**src/rtl/dac_serial_rx_pkg.sv**
```systemverilog
// Shared constants for the DAC serial responder: frame layout, command codes,
// FSM state encoding and software-control bit positions.
package dac_serial_rx_pkg;

    localparam int FRAME_NBIT = 24;
    localparam int CNT_NBIT   = 5;
    localparam logic [CNT_NBIT-1:0] FRAME_CNT = CNT_NBIT'(FRAME_NBIT);

    typedef enum logic [2:0] {
        CMD_NOP    = 3'b000,
        CMD_RG     = 3'b001,
        CMD_CTRL   = 3'b010,
        CMD_CLR    = 3'b011,
        CMD_SWCTRL = 3'b100
    } cmd_e;

    localparam logic RW_WRITE = 1'b0;
    localparam logic RW_READ  = 1'b1;

    typedef enum logic [1:0] {
        ST_IDLE   = 2'd0,
        ST_SHIFT  = 2'd1,
        ST_DECODE = 2'd2
    } state_e;

    localparam int SW_RESET_BIT = 2;
    localparam int SW_CLR_BIT   = 1;
    localparam int SW_LDAC_BIT  = 0;

endpackage

```
**src/rtl/dac_serial_rx_sync_edge.sv**
```systemverilog
// N-stage synchronizer for one asynchronous input, with rise/fall pulses
// derived from the synchronized level.
module dac_serial_rx_sync_edge #(
    parameter int STAGES = 2
) (
    input  logic clk,
    input  logic rst,
    input  logic d,
    output logic q,
    output logic rise,
    output logic fall
);

    logic [STAGES-1:0] sync_q, sync_d;
    logic              prev_q, prev_d;

    always_comb begin
        sync_d = {sync_q[STAGES-2:0], d};
        prev_d = sync_q[STAGES-1];
    end

    // NOTE: non-blocking assignments let every flop sample the pre-edge value of its neighbour.
    always_ff @(posedge clk or posedge rst) begin
        if (rst) begin
            sync_q <= '0;
            prev_q <= 1'b0;
        end else begin
            sync_q <= sync_d;
            prev_q <= prev_d;
        end
    end

    assign q    = sync_q[STAGES-1];
    assign rise = sync_q[STAGES-1] & ~prev_q;
    assign fall = ~sync_q[STAGES-1] & prev_q;

endmodule

```
**src/rtl/dac_serial_rx.sv**
```systemverilog
// Receiving end of the 24-bit SYNC/SCLK/SDO DAC link: decodes frames into an
// AD5791-style register file, drives the latched DAC word and shifts readback on sdo.
module dac_serial_rx
    import dac_serial_rx_pkg::*;
#(
    parameter int DATA_NBIT   = 20,
    parameter int CMD_NBIT    = 3,
    parameter int SYNC_STAGES = 2
) (
    input  logic                 mclk,
    input  logic                 rst,
    input  logic                 sclk,
    input  logic                 sync,
    input  logic                 sdi,
    input  logic                 ldac,
    input  logic                 clr,
    output logic                 sdo,
    output logic [DATA_NBIT-1:0] dac_reg,
    output logic [DATA_NBIT-1:0] ctrl_reg,
    output logic [DATA_NBIT-1:0] clr_reg,
    output logic [DATA_NBIT-1:0] dac_out,
    output logic                 dac_out_valid,
    output logic                 frame_err
);

    logic sclk_lvl, sclk_rise, sclk_fall;
    logic sync_lvl, sync_rise, sync_fall;
    logic sdi_s, sdi_rise, sdi_fall;
    logic ldac_lvl, ldac_rise, ldac_fall;
    logic clr_s, clr_rise, clr_fall;

    dac_serial_rx_sync_edge #(.STAGES(SYNC_STAGES)) u_sclk (
        .clk(mclk), .rst(rst), .d(sclk), .q(sclk_lvl), .rise(sclk_rise), .fall(sclk_fall));
    dac_serial_rx_sync_edge #(.STAGES(SYNC_STAGES)) u_sync (
        .clk(mclk), .rst(rst), .d(sync), .q(sync_lvl), .rise(sync_rise), .fall(sync_fall));
    dac_serial_rx_sync_edge #(.STAGES(SYNC_STAGES)) u_sdi (
        .clk(mclk), .rst(rst), .d(sdi), .q(sdi_s), .rise(sdi_rise), .fall(sdi_fall));
    dac_serial_rx_sync_edge #(.STAGES(SYNC_STAGES)) u_ldac (
        .clk(mclk), .rst(rst), .d(ldac), .q(ldac_lvl), .rise(ldac_rise), .fall(ldac_fall));
    dac_serial_rx_sync_edge #(.STAGES(SYNC_STAGES)) u_clr (
        .clk(mclk), .rst(rst), .d(clr), .q(clr_s), .rise(clr_rise), .fall(clr_fall));

    logic unused_edges;
    assign unused_edges = ^{sclk_lvl, sync_lvl, sdi_rise, sdi_fall, ldac_lvl, ldac_fall, clr_fall};

    state_e                state_q, state_d;
    logic [CNT_NBIT-1:0]   bit_cnt_q, bit_cnt_d;
    logic [FRAME_NBIT-1:0] shift_q, shift_d;
    logic [FRAME_NBIT-1:0] rb_q, rb_d;
    logic [DATA_NBIT-1:0]  dac_reg_q, dac_reg_d, ctrl_reg_q, ctrl_reg_d;
    logic [DATA_NBIT-1:0]  clr_reg_q, clr_reg_d, dac_out_q, dac_out_d;
    logic                  valid_q, valid_d, err_q, err_d, pend_q, pend_d;

    logic                  frame_rw;
    logic [CMD_NBIT-1:0]   frame_cmd;
    logic [DATA_NBIT-1:0]  frame_data;

    assign frame_rw   = shift_q[FRAME_NBIT-1];
    assign frame_cmd  = shift_q[FRAME_NBIT-2 -: CMD_NBIT];
    assign frame_data = shift_q[DATA_NBIT-1:0];

    always_comb begin
        // NOTE: every target gets a default first so no path can infer a latch.
        state_d    = state_q;
        bit_cnt_d  = bit_cnt_q;
        shift_d    = shift_q;
        rb_d       = rb_q;
        dac_reg_d  = dac_reg_q;
        ctrl_reg_d = ctrl_reg_q;
        clr_reg_d  = clr_reg_q;
        dac_out_d  = dac_out_q;
        valid_d    = 1'b0;
        err_d      = 1'b0;
        pend_d     = 1'b0;

        // Pin-driven output update; clr level wins over an ldac edge.
        if (clr_s) begin
            dac_out_d = clr_reg_q;
            valid_d   = clr_rise;
        end else if (ldac_rise) begin
            dac_out_d = dac_reg_q;
            valid_d   = 1'b1;
        end

        case (state_q)
            ST_IDLE: begin
                if (sync_rise || pend_q) begin
                    state_d   = ST_SHIFT;
                    bit_cnt_d = '0;
                    shift_d   = '0;
                end
            end
            ST_SHIFT: begin
                if (sclk_fall) begin
                    shift_d = {shift_q[FRAME_NBIT-2:0], sdi_s};
                    if (bit_cnt_q != '1) bit_cnt_d = bit_cnt_q + 1'b1;
                end
                if (sclk_rise) rb_d = {rb_q[FRAME_NBIT-2:0], 1'b0};
                if (sync_fall) begin
                    if (bit_cnt_q == FRAME_CNT) begin
                        state_d = ST_DECODE;
                    end else begin
                        state_d = ST_IDLE;
                        err_d   = 1'b1;
                    end
                end
            end
            ST_DECODE: begin
                state_d = ST_IDLE;
                pend_d  = sync_rise;
                if (frame_rw == RW_WRITE) begin
                    rb_d = '0;
                    case (cmd_e'(frame_cmd))
                        CMD_RG:   dac_reg_d  = frame_data;
                        CMD_CTRL: ctrl_reg_d = frame_data;
                        CMD_CLR:  clr_reg_d  = frame_data;
                        CMD_SWCTRL: begin
                            if (frame_data[SW_RESET_BIT]) begin
                                dac_reg_d  = '0;
                                ctrl_reg_d = '0;
                                clr_reg_d  = '0;
                                dac_out_d  = '0;
                                valid_d    = 1'b1;
                            end else if (frame_data[SW_CLR_BIT]) begin
                                dac_out_d = clr_reg_q;
                                valid_d   = 1'b1;
                            end else if (frame_data[SW_LDAC_BIT]) begin
                                dac_out_d = dac_reg_q;
                                valid_d   = 1'b1;
                            end
                        end
                        default: ;
                    endcase
                end else begin
                    case (cmd_e'(frame_cmd))
                        CMD_RG:   rb_d = {RW_READ, frame_cmd, dac_reg_q};
                        CMD_CTRL: rb_d = {RW_READ, frame_cmd, ctrl_reg_q};
                        CMD_CLR:  rb_d = {RW_READ, frame_cmd, clr_reg_q};
                        default:  rb_d = '0;
                    endcase
                end
            end
            default: state_d = ST_IDLE;
        endcase
    end

    // NOTE: the register file is a handful of flops, so it is reset like all other state.
    always_ff @(posedge mclk or posedge rst) begin
        if (rst) begin
            state_q    <= ST_IDLE;
            bit_cnt_q  <= '0;
            shift_q    <= '0;
            rb_q       <= '0;
            dac_reg_q  <= '0;
            ctrl_reg_q <= '0;
            clr_reg_q  <= '0;
            dac_out_q  <= '0;
            valid_q    <= 1'b0;
            err_q      <= 1'b0;
            pend_q     <= 1'b0;
        end else begin
            state_q    <= state_d;
            bit_cnt_q  <= bit_cnt_d;
            shift_q    <= shift_d;
            rb_q       <= rb_d;
            dac_reg_q  <= dac_reg_d;
            ctrl_reg_q <= ctrl_reg_d;
            clr_reg_q  <= clr_reg_d;
            dac_out_q  <= dac_out_d;
            valid_q    <= valid_d;
            err_q      <= err_d;
            pend_q     <= pend_d;
        end
    end

    assign sdo           = rb_q[FRAME_NBIT-1];
    assign dac_reg       = dac_reg_q;
    assign ctrl_reg      = ctrl_reg_q;
    assign clr_reg       = clr_reg_q;
    assign dac_out       = dac_out_q;
    assign dac_out_valid = valid_q;
    assign frame_err     = err_q;

endmodule

```
**config.mk**
```make
export PLATFORM = sky130hd
export DESIGN_NAME = dac_serial_rx
export DESIGN_NICKNAME = d
export VERILOG_FILES = /design/src/rtl/dac_serial_rx_pkg.sv /design/src/rtl/dac_serial_rx_sync_edge.sv /design/src/rtl/dac_serial_rx.sv
export SDC_FILE = /design/constraint.sdc
export NUM_CORES = 1
export LEC_CHECK = 0
export CORE_MARGIN = 2
export CORE_UTILIZATION = 45
export DETAILED_ROUTE_END_ITERATION = 10
export HOLD_SLACK_MARGIN = 0.15
export PLACE_DENSITY = 0.67
export SLEW_MARGIN = 20
export SYNTH_ARGS = -nofsm -noshare
export SYNTH_HDL_FRONTEND = slang
export SYNTH_SLANG_ARGS = --single-unit
```
**constraint.sdc**
```tcl
create_clock -name mclk -period 6.6 [get_ports mclk]
set_input_delay 0.66 -clock mclk [delete_from_list [all_inputs] [get_ports mclk]]
set_output_delay 0.66 -clock mclk [all_outputs]
set_load 0.005 [all_outputs]
```
# After elaboration in Yosys (flattened, before gate mapping)
# Index checks and enable logic that the tools add are counted.
[op_classes]
addsub = 1
n_eq_ne = 14
n_mux = 39
bitwise_logic = 13
reduce_logical = 14
[op_table]
columns = ["cell", "n"]
rows = [
  ["2-to-1 mux 20 bit", 9],
  ["case mux 20 bit (2 select lines)", 3],
  ["2-to-1 mux 24 bit", 4],
  ["case mux 24 bit (2 select lines)", 2],
  ["case mux 24 bit (3 select lines)", 1],
  ["AND reduction 4 bit", 4],
  ["2-to-1 mux 5 bit", 3],
  ["2-to-1 mux 1 bit", 12],
  ["!= test 2 bit (second input constant)", 6],
  ["case mux 5 bit (2 select lines)", 1],
  ["nonzero test 2 bit", 5],
  ["NOT 1 bit", 7],
  ["AND 1 bit", 6],
  ["== test 3 x 2 -> 1 bit (second input constant)", 2],
  ["2-to-1 mux 2 bit", 3],
  ["adder 5 x 1 -> 5 bit (second input constant)", 1],
  ["== test 5 bit (second input constant)", 1],
  ["!= test 5 bit (second input constant)", 1],
  ["case mux 2 bit (2 select lines)", 1],
  ["AND reduction 2 bit", 2],
  ["== test 3 x 1 -> 1 bit (second input constant)", 1],
  ["== test 3 bit (second input constant)", 1],
  ["AND reduction 3 bit", 1],
  ["== test 2 x 1 -> 1 bit (second input constant)", 1],
  ["other kinds (3)", 3],
]
[totals]
register_bits = 152
inputBits = 7
output_inout_bits = 83
word_cells = 101

# Depth between registers and ports, before layout
# Gate-level depths: netlist of run 1.
[depth]
word_depth = 10
mapped_depth = 7
mapped_depth_nobuf = 7

# Cells and area by module
# From an unflattened synthesis of run 1, not the netlist that was laid out.
[unflattened]
cells_unflattened = 649
hier_area_um2 = 7368.3
[by_module_without_submodules]
columns = ["module", "instances", "cells_each", "area_each_um2", "seq_area_each_um2"]
rows = [
  ["dac_serial_rx", 1, 619, 6899.1, 3453.3],
  ["dac_serial_rx_sync_edge", 5, 6, 93.8, 75.1],
]

# Worst setup path before layout of run 1
# Ideal clock, no wire load.
[synth_path]
kind = "reg-to-reg"
start = "reg bit_cnt_q[0]"
end = "reg bit_cnt_q[2]"
setup_time_ns = 0.123
arrival_ns = 1.804
required_time_ns = 6.477
path_slack_ns = 4.673
path_stages_with_launch = 8
n_path_buf = 0
synth_period_minus_slack_ns = 1.927
cell_sequence = "dfrtp_1 -> ha_1 -> and3_1 -> ha_1 -> or3b_1 -> a21boi_0 -> mux2i_1 -> o21ai_1"
[synth_between]
elab_chain_len = 4
elab_cells_between_ends = 7
cone_classes = "1 x add/sub; 2 x eq/ne; 3 x mux; 1 x reduce/logical"
[synth_rtl]
columns = ["element", "line_no", "rtl"]
rows = [
  ["start, declared", "dac_serial_rx.sv:47", "logic [CNT_NBIT-1:0] bit_cnt_q, bit_cnt_d;"],
  ["start signal, assigned", "dac_serial_rx.sv:163", "bit_cnt_q <= bit_cnt_d;"],
  ["adder 5 x 1 -> 5 bit", "dac_serial_rx.sv:96", "if (bit_cnt_q != '1) bit_cnt_d = bit_cnt_q + 1'b1;"],
  ["2-to-1 mux 5 bit", "dac_serial_rx.sv:96", ""],
  ["2-to-1 mux 5 bit", "dac_serial_rx.sv:94", "if (sclk_fall) begin"],
  ["case mux 5 bit (2 select lines)", "dac_serial_rx.sv:85", "case (state_q)"],
]
# Several ways; a longest one is shown, not always the timed one. The select of a mux whose other input is x is not followed.
# A chain may end at the register's enable or synchronous reset.

# Final worst setup path of run 1
[layout_path]
start = "reg shift_q[21]"
end = "reg dac_out_q[13], in the netlist dac_out[13]"
[layout_between]
elab_chain_len = 4
[layout_rtl]
columns = ["element", "line_no", "rtl"]
rows = [
  ["start, declared", "dac_serial_rx.sv:48", "logic [FRAME_NBIT-1:0] shift_q, shift_d;"],
  ["start signal, assigned", "dac_serial_rx.sv:164", "shift_q <= shift_d;"],
  ["== test 3 bit", "dac_serial_rx.sv:113", "case (cmd_e'(frame_cmd))"],
  ["2-to-1 mux 20 bit", "dac_serial_rx.sv:113", ""],
  ["2-to-1 mux 20 bit", "dac_serial_rx.sv:111", "if (frame_rw == RW_WRITE) begin"],
  ["2-to-1 mux 20 bit", "dac_serial_rx.sv:85", ""],
  ["named net dac_out_d[13]", "dac_serial_rx.sv:51", "logic [DATA_NBIT-1:0] clr_reg_q, clr_reg_d, dac_out_q, dac_out_d;"],
  ["end signal, assigned", "dac_serial_rx.sv:169", "dac_out_q <= dac_out_d;"],
  ["end, declared", "dac_serial_rx.sv:51", ""],
]
# The timed path passes the listed nets, and every way through them passes these cells.

==> results by group, run 1 <==
Clock tree
  – TritonCTS clock tree: yes
  – Post-CTS Setup Bufs: 0
  – H-Tree Depth: 4
  – CTS buffer count: 17
  – Clock sinks: 152
  – Cts hold-fix bufs: 0
  – Clk_lat worst skew: 420 ps
  – Clock Path Buffers: 2
  – Clock Tree Root: clkbuf_16
  – Clock transition at path regs: 60 ps
  – Post-CTS sizing: 0

Routing
  – DRC: 0
  – WL final: 19.4 mm
  – Avg WL per Cell: 18.8 um
  – Antenna Violating Nets Remaining: 0
  – Vias: 5919
  – Vias per cell: 5.74
  – Number of DRC markers in iteration 0: 492
  – TritonRoute pass-1 iters: 5

Timing
  – Min cycle time layout: 2620 ps
  – Unrepaired setup endpoints after global routing: false
  – F_max: 382 MHz
  – Worst Tran Pin Value: 1120 ps
  – Post-Route Setup TNS: 0 ps
  – Slew margin rel.: 25.3%
  – Endpoints failing hold: 0
  – Final Setup Violations: 0
  – Period utilization: 39.7%
  – Clock skew: 8.11 ps
  – Min setup slack post-route: 3980 ps
  – Max Slew Vio Count: 0

Global routing
  – Grt ovf: 0
  – First-pass GRT wire length: 32.1 mm
  – Largest net degree at the start of global routing: 83
  – Initial antenna violation count: 0
  – All-layer global routing usage: 23.0%
  – Vias in the first global route: 6030

Worst setup path
  – Critical path type: reg2reg
  – R2R Setup Slk: 3980 ps
  – Crit path arrival time: 2980 ps
  – R2R Path End: dac_out[13]
  – FF-to-FF path depth: 4
  – R2r startpoint: shift_q[21]
  – CP max-delay cell: dfrtp_1
  – Crit path max fanout: 41
  – Critical path startpoint category: register
  – Crit-path cells: nor2_2 > nand3_2 > o221ai_1 > o311a_1
  – Crit. End Element: register
  – Crit path largest cell delay: 760 ps
  – Worst path required time: 6960 ps
  – CP startpoint: shift_q[21]

Placement
  – Gp weighted congestion: 0.789
  – Dpl ws: 3780 ps
  – Dpl hpwl: 12.5 mm
  – Placed Cells incl. Taps: 999
  – IO Port Bufs: 89

Logic synthesis
  – Top cells by count, synth: nand2_1 (154), dfrtp_1 (152), nor2_1 (40)
  – Number of flops mapped to enable cells by yosys: 0
  – Main area contributors after synthesis: dfrtp_1 (51%), nand2_1 (7.8%), o21ai_2 (3.9%)
  – Synth unique cells: 53
  – Count leader, synth: nand2_1
  – Mapped Cells: 746
  – Ys Warns: 0
  – Syn_nets: 756
  – Post-synth top area share: 51.4%
  – Synth area leader: dfrtp_1
  – Syn avg cell area: 9.91 um^2
  – Seq cells post-synth: 152
  – Ys async rst share: 100%
  – Mapped Area: 0.00740 mm^2
  – Register area share after synthesis: 51.4%
  – Synth Flop Type: dfrtp_1

Finish
  – Inserted Diodes: 0
  – Non-filler cells, final: 1031
  – Fin nets: 812
  – Layout area overhead: 21.2%
  – Fraction of layout cells with a size suffix above 1: 13.6%
  – Largest regs: rb_q x24, shift_q x24

Floorplanning
  – Rows: 46
  – Die ar.: 0.0175 mm^2
  – Core area: 0.0160 mm^2
  – Die Ht: 132 um
  – I/O Pins: 90
  – Die Width: 132 um
  – Initial core utilization: 46.2%

Power and ir drop
  – Peak supply drop: 218 uV
  – P_leak: 3.62 nW
  – PD cells: 284 mW/mm^2

Run status
  – Status: finished, final reports clean

Job
  – Max-cap violation count: 0

Worst hold path
  – Hold_sp: u_sync.sync_q[0]
  – Hold Path Cell Cnt: 0
  – WHS Endpoint: u_sync.sync_q[1]
  – Worst hold path class: reg2reg
==> worst max-delay path by stage <==
stage	end	slack [ps]	cells after the start
after floorplan	bit_cnt_q[0]	1850	1
after global placement	clr_reg[15]	3840	3
after detailed placement	ctrl_reg[15]	3780	3
after CTS	dac_out[13]	3930	4
after global routing	dac_out[19]	3800	4
final	dac_out[13]	3980	4
==> cells by family (layout without fill, tap and decap cells) <==
group	after synthesis	in the layout	share of synthesized area, %
and+or+nand+nor	234	234	13.9
AOI/OAI and AO/OA	230	230	22.0
DFF	152	152	51.4
buffers and inverters	84	153	5.96
muxes	43	43	6.16
adders and majority gates	3	3	0.508
==> stage by stage <==
step / power, mW / hold WS, ps / util [%] / area [um^2]
after global placement: 1.45 / 331 / 51.9 / 8300
after CTS: 2.56 / 355 / 56.0 / 8960
after global routing: 2.66 / 366 / 56.0 / 8960
after floorplan: 1.37 / 331 / - / 7400
after detailed placement: 1.47 / 336 / 51.9 / 8300
final: 2.55 / 350 / 56.0 / 8960
==> metal layers <==
layer / GRT usage, % / vias up / part of all wire (%)
li1: - / 2752 / -
met1: 31.5 / 2966 / 45
met2: 36.5 / 175 / 49
met3: 4.58 / 26 / 5.1
met4: 8.12 / 0 / 1.3
met5: 0 / - / 0
==> placed cells by master (no fill, tap or decap), drive strengths merged, types with 3 or more instances in the layout <==
cell and count:
a21oi 38, a22o 20, a22oi 21, buf 13, bufinv 6, clkbuf 19
clkdlybuf4s50 89, clkinv 5, dfrtp 152, ha 3, inv 19, mux2 20
mux2i 23, nand2 155, nand2b 10, nor2 41, nor2b 10, nor3 5
o21ai 100, o221a 12, o221ai 8, o311a 8, o32ai 12
==> worst max-delay path: cells and delay by family, from the launching register on <==
family           cells  cell delay (ps)
flip-flops           1              760
AND/OR/NAND/NOR      2             1050
AO/OA/AOI/OAI        2              710
==> power by group <==
part,leakage [nW],switching (mW),internal (mW),total [mW]
Sequential,2.00,0.0807,1.02,1.10
Clock,0.317,0.382,0.708,1.09
Combinational,1.30,0.221,0.137,0.358
Total,3.62,0.684,1.87,2.55
==> layout make-up <==
class	count	area, um^2
inverter	19	76.3
multi-input combinational	510	3160
clock inverter	13	228
fill	1409	7040
tap	216	270
clock buffer	19	433
timing repair buffer	102	992
sequential	152	3800
Power figures use the tool's default switching activity.
==> run 2: changes to the inputs <==
--- a/config.mk
+++ b/config.mk
@@ -9,7 +9,7 @@
 export CORE_UTILIZATION = 45
 export DETAILED_ROUTE_END_ITERATION = 10
 export HOLD_SLACK_MARGIN = 0.15
-export PLACE_DENSITY = 0.67
+export PLACE_DENSITY = 0.69
 export SLEW_MARGIN = 20
 export SYNTH_ARGS = -nofsm -noshare
 export SYNTH_HDL_FRONTEND = slang
==> constraint.sdc (replaced) <==
create_clock -name mclk -period 2.1 [get_ports mclk]
set_input_delay 0.21 -clock mclk [delete_from_list [all_inputs] [get_ports mclk]]
set_output_delay 0.21 -clock mclk [all_outputs]
set_load 0.005 [all_outputs]
==> results by group, run 2 (same netlist as run 1, synthesis figures left out) <==
Global routing
  – Vias in the first global route: 5755 (was 6030)
  – First-pass GRT wire length: 31.5 mm (was 32.1 mm)
  – Initial antenna violation count: 0 (unchanged)
  – Grt ovf: 0 (unchanged)
  – Largest net degree at the start of global routing: 49 (was 83)
  – All-layer global routing usage: 22.7% (was 23.0%)

Finish
  – Inserted Diodes: 0 (unchanged)
  – Multi-input gate area: 0.00317 mm^2 (was 0.00316 mm^2)
  – Layout area overhead: 24.3% (was 21.2%)
  – Largest regs: rb_q x24, shift_q x24 (unchanged)
  – Commonest non-fill, non-tap cell in the layout: nand2_1 (unchanged)
  – Non-filler cells, final: 1051 (was 1031)
  – Fin util: 57.5% (was 56.0%)
  – Fin nets: 832 (was 812)
  – Seq. cell area: 0.00380 mm^2 (about the same)
  – Most frequent cells in the layout: nand2_1 (154), dfrtp_1 (152), clkdlybuf4s50_1 (89), nor2_1 (40), a21oi_1 (37) (was nand2_1 (154), dfrtp_1 (151), clkdlybuf4s50_1 (89), nor2_1 (40), a21oi_1 (38))
  – Final instance area: 0.00920 mm^2 (was 0.00896 mm^2)
  – Fraction of layout cells with a size suffix above 1: 16.0% (was 13.6%)
  – # fillers: 1386 (was 1409)

Power and ir drop
  – P_leak: 3.74 nW (was 3.62 nW)
  – PD cells: 871 mW/mm^2 (was 284 mW/mm^2)
  – Peak supply drop: 603 uV (was 218 uV)
  – Total power: 8.01 mW (was 2.55 mW)

Routing
  – TritonRoute pass-1 iters: 5 (unchanged)
  – Vias per cell: 5.60 (was 5.74)
  – Antenna Violating Nets Remaining: 0 (unchanged)
  – Avg WL per Cell: 18.1 um (was 18.8 um)
  – Vias: 5882 (was 5919)
  – DRC: 0 (unchanged)
  – WL final: 19.0 mm (was 19.4 mm)
  – Number of DRC markers in iteration 0: 556 (was 492)

Timing
  – Clock skew: 9.13 ps (was 8.11 ps)
  – F_max: 507 MHz (was 382 MHz)
  – Worst Tran Pin Value: 677 ps (was 1120 ps)
  – Slew margin rel.: 54.8% (was 25.3%)
  – Period utilization: 93.9% (was 39.7%)
  – Min setup slack post-route: 129 ps (was 3980 ps)
  – Final Setup Violations: 0 (unchanged)
  – Endpoints failing hold: 0 (unchanged)
  – Min cycle time layout: 1970 ps (was 2620 ps)
  – Unrepaired setup endpoints after global routing: false (unchanged)
  – Max Slew Vio Count: 0 (unchanged)

Placement
  – Gp weighted congestion: 0.843 (was 0.789)
  – Dpl hpwl: 13.1 mm (was 12.5 mm)
  – Dpl ws: 22.1 ps (was 3780 ps)
  – Placed Cells incl. Taps: 1019 (was 999)
  – Area post-placement: 0.00853 mm^2 (was 0.00830 mm^2)
  – IO Port Bufs: 89 (unchanged)

Clock tree
  – CTS buffer count: 17 (unchanged)
  – TritonCTS clock tree: yes (unchanged)
  – Clock Tree Root: clkbuf_16 (unchanged)
  – Clock Path Buffers: 2 (unchanged)
  – Clock transition at path regs: 60 ps (about the same)
  – Clock sinks: 152 (unchanged)
  – H-Tree Depth: 4 (unchanged)
  – Clk_lat worst skew: 420 ps (about the same)

Worst hold path
  – Worst hold path class: in2reg (was reg2reg)

Worst setup path
  – Critical path startpoint category: register (unchanged)
  – Crit path arrival time: 2280 ps (was 2980 ps)
  – Worst path required time: 2400 ps (was 6960 ps)
  – Crit path max fanout: 5 (was 41)
  – Crit. End Element: register (unchanged)
  – R2R Setup Slk: 130 ps (was 3980 ps)
  – Critical path type: reg2reg (unchanged)

Floorplanning
  – Rows: 46 (unchanged)
  – Initial core utilization: 46.2% (unchanged)
  – Die Ht: 132 um (unchanged)
  – Die ar.: 0.0175 mm^2 (unchanged)
  – I/O Pins: 90 (unchanged)
  – Core area: 0.0160 mm^2 (unchanged)
  – Die Width: 132 um (unchanged)

Run status
  – Status: finished, final reports clean (unchanged)

Job
  – Max-cap violation count: 0 (unchanged)
[run 2: cell types whose count changed in the layout (fill, tap and decap cells not counted), moves of 2 or more]
cell	previous run	this run
buf_12	0	7
buf_4	12	26
clkbuf_8	0	2
clkinv_4	2	0
clkinvlp_4	2	4
[run 2: per-stage QoR]
step,hold slack (ps),TNS (ps)
2_1_floorplan,241,-4100
3_3_place_gp,334,0
3_5_place_dp,342,0
4_1_cts,206,0
5_1_grt,216,0
6_report,220,0
[run 2: critical path, cell delays in order, from the launching register on]
cell      delay [ps]
dfrtp_1          410
ha_1             230
and3_1           170
ha_1             170
or3b_4           430
a21boi_2         170
mux2i_1          210
o21ai_1           80
[run 2: path summary, 6_finish.rpt]
| kind | startpoint | end | depth (start not counted) |
|---|---|---|---|
| min | sclk | u_sclk.sync_q[0] | 1 |
| min in group asynchronous | rst | u_sdi.sync_q[0] | 2 |
| max | bit_cnt_q[0] | bit_cnt_q[2] | 7 |
| max in group asynchronous | rst | u_ldac.sync_q[0] | 3 |
| min reg2reg | u_sync.sync_q[0] | u_sync.sync_q[1] | 0 |
| max reg2reg | bit_cnt_q[0] | bit_cnt_q[2] | 7 |
[run 2: layout make-up]
| type | instances | area share [%] |
|---|---|---|
| Clock inverter | 12 | 2.14 |
| Timing Repair Buffer | 122 | 13.3 |
| Sequential cell | 152 | 41.4 |
| Multi-Input combinational cell | 510 | 34.4 |
| Tap cell | 216 | 2.94 |
| Clock buffer | 20 | 4.97 |
| Inverter | 19 | 0.816 |
[run 2: power by group]
| group | leakage (nW) | switching [mW] | total (mW) | internal (mW) |
|---|---|---|---|---|
| clock network | 0.312 | 1.20 | 3.37 | 2.17 |
| registers | 2.00 | 0.223 | 3.43 | 3.21 |
| logic | 1.43 | 0.735 | 1.21 | 0.474 |
[run 2: metal layers]
| layer | routed length (um) | share of wire [%] | up-vias | global-route usage (%) |
|---|---|---|---|---|
| li1 | - | - | 2785 | - |
| met1 | 8740 | 46 | 2901 | 32.2 |
| met2 | 9050 | 48 | 177 | 34.9 |
| met3 | 966 | 5.1 | 19 | 5.15 |
| met4 | 256 | 1.3 | 0 | 6.93 |
| met5 | 0 | 0 | - | 0 |
[run 2: what timing repair did]
action                                 in CTS  in global routing
setup buffers                               0                  0
resized for setup                           0                  4
setup endpoints to repair                   0                  4
endpoints found under the hold margin       0                  0
hold buffers                                0                  0
==> run 3: changes to the inputs <==
--- a/config.mk
+++ b/config.mk
@@ -7,6 +7,7 @@
 export LEC_CHECK = 0
 export CORE_MARGIN = 2
 export CORE_UTILIZATION = 45
+export CTS_CLUSTER_DIAMETER = 60
 export DETAILED_ROUTE_END_ITERATION = 10
 export HOLD_SLACK_MARGIN = 0.15
 export PLACE_DENSITY = 0.69
==> results of run 3 <==
Final layout, timing and power as in run 2 (identical DEF).
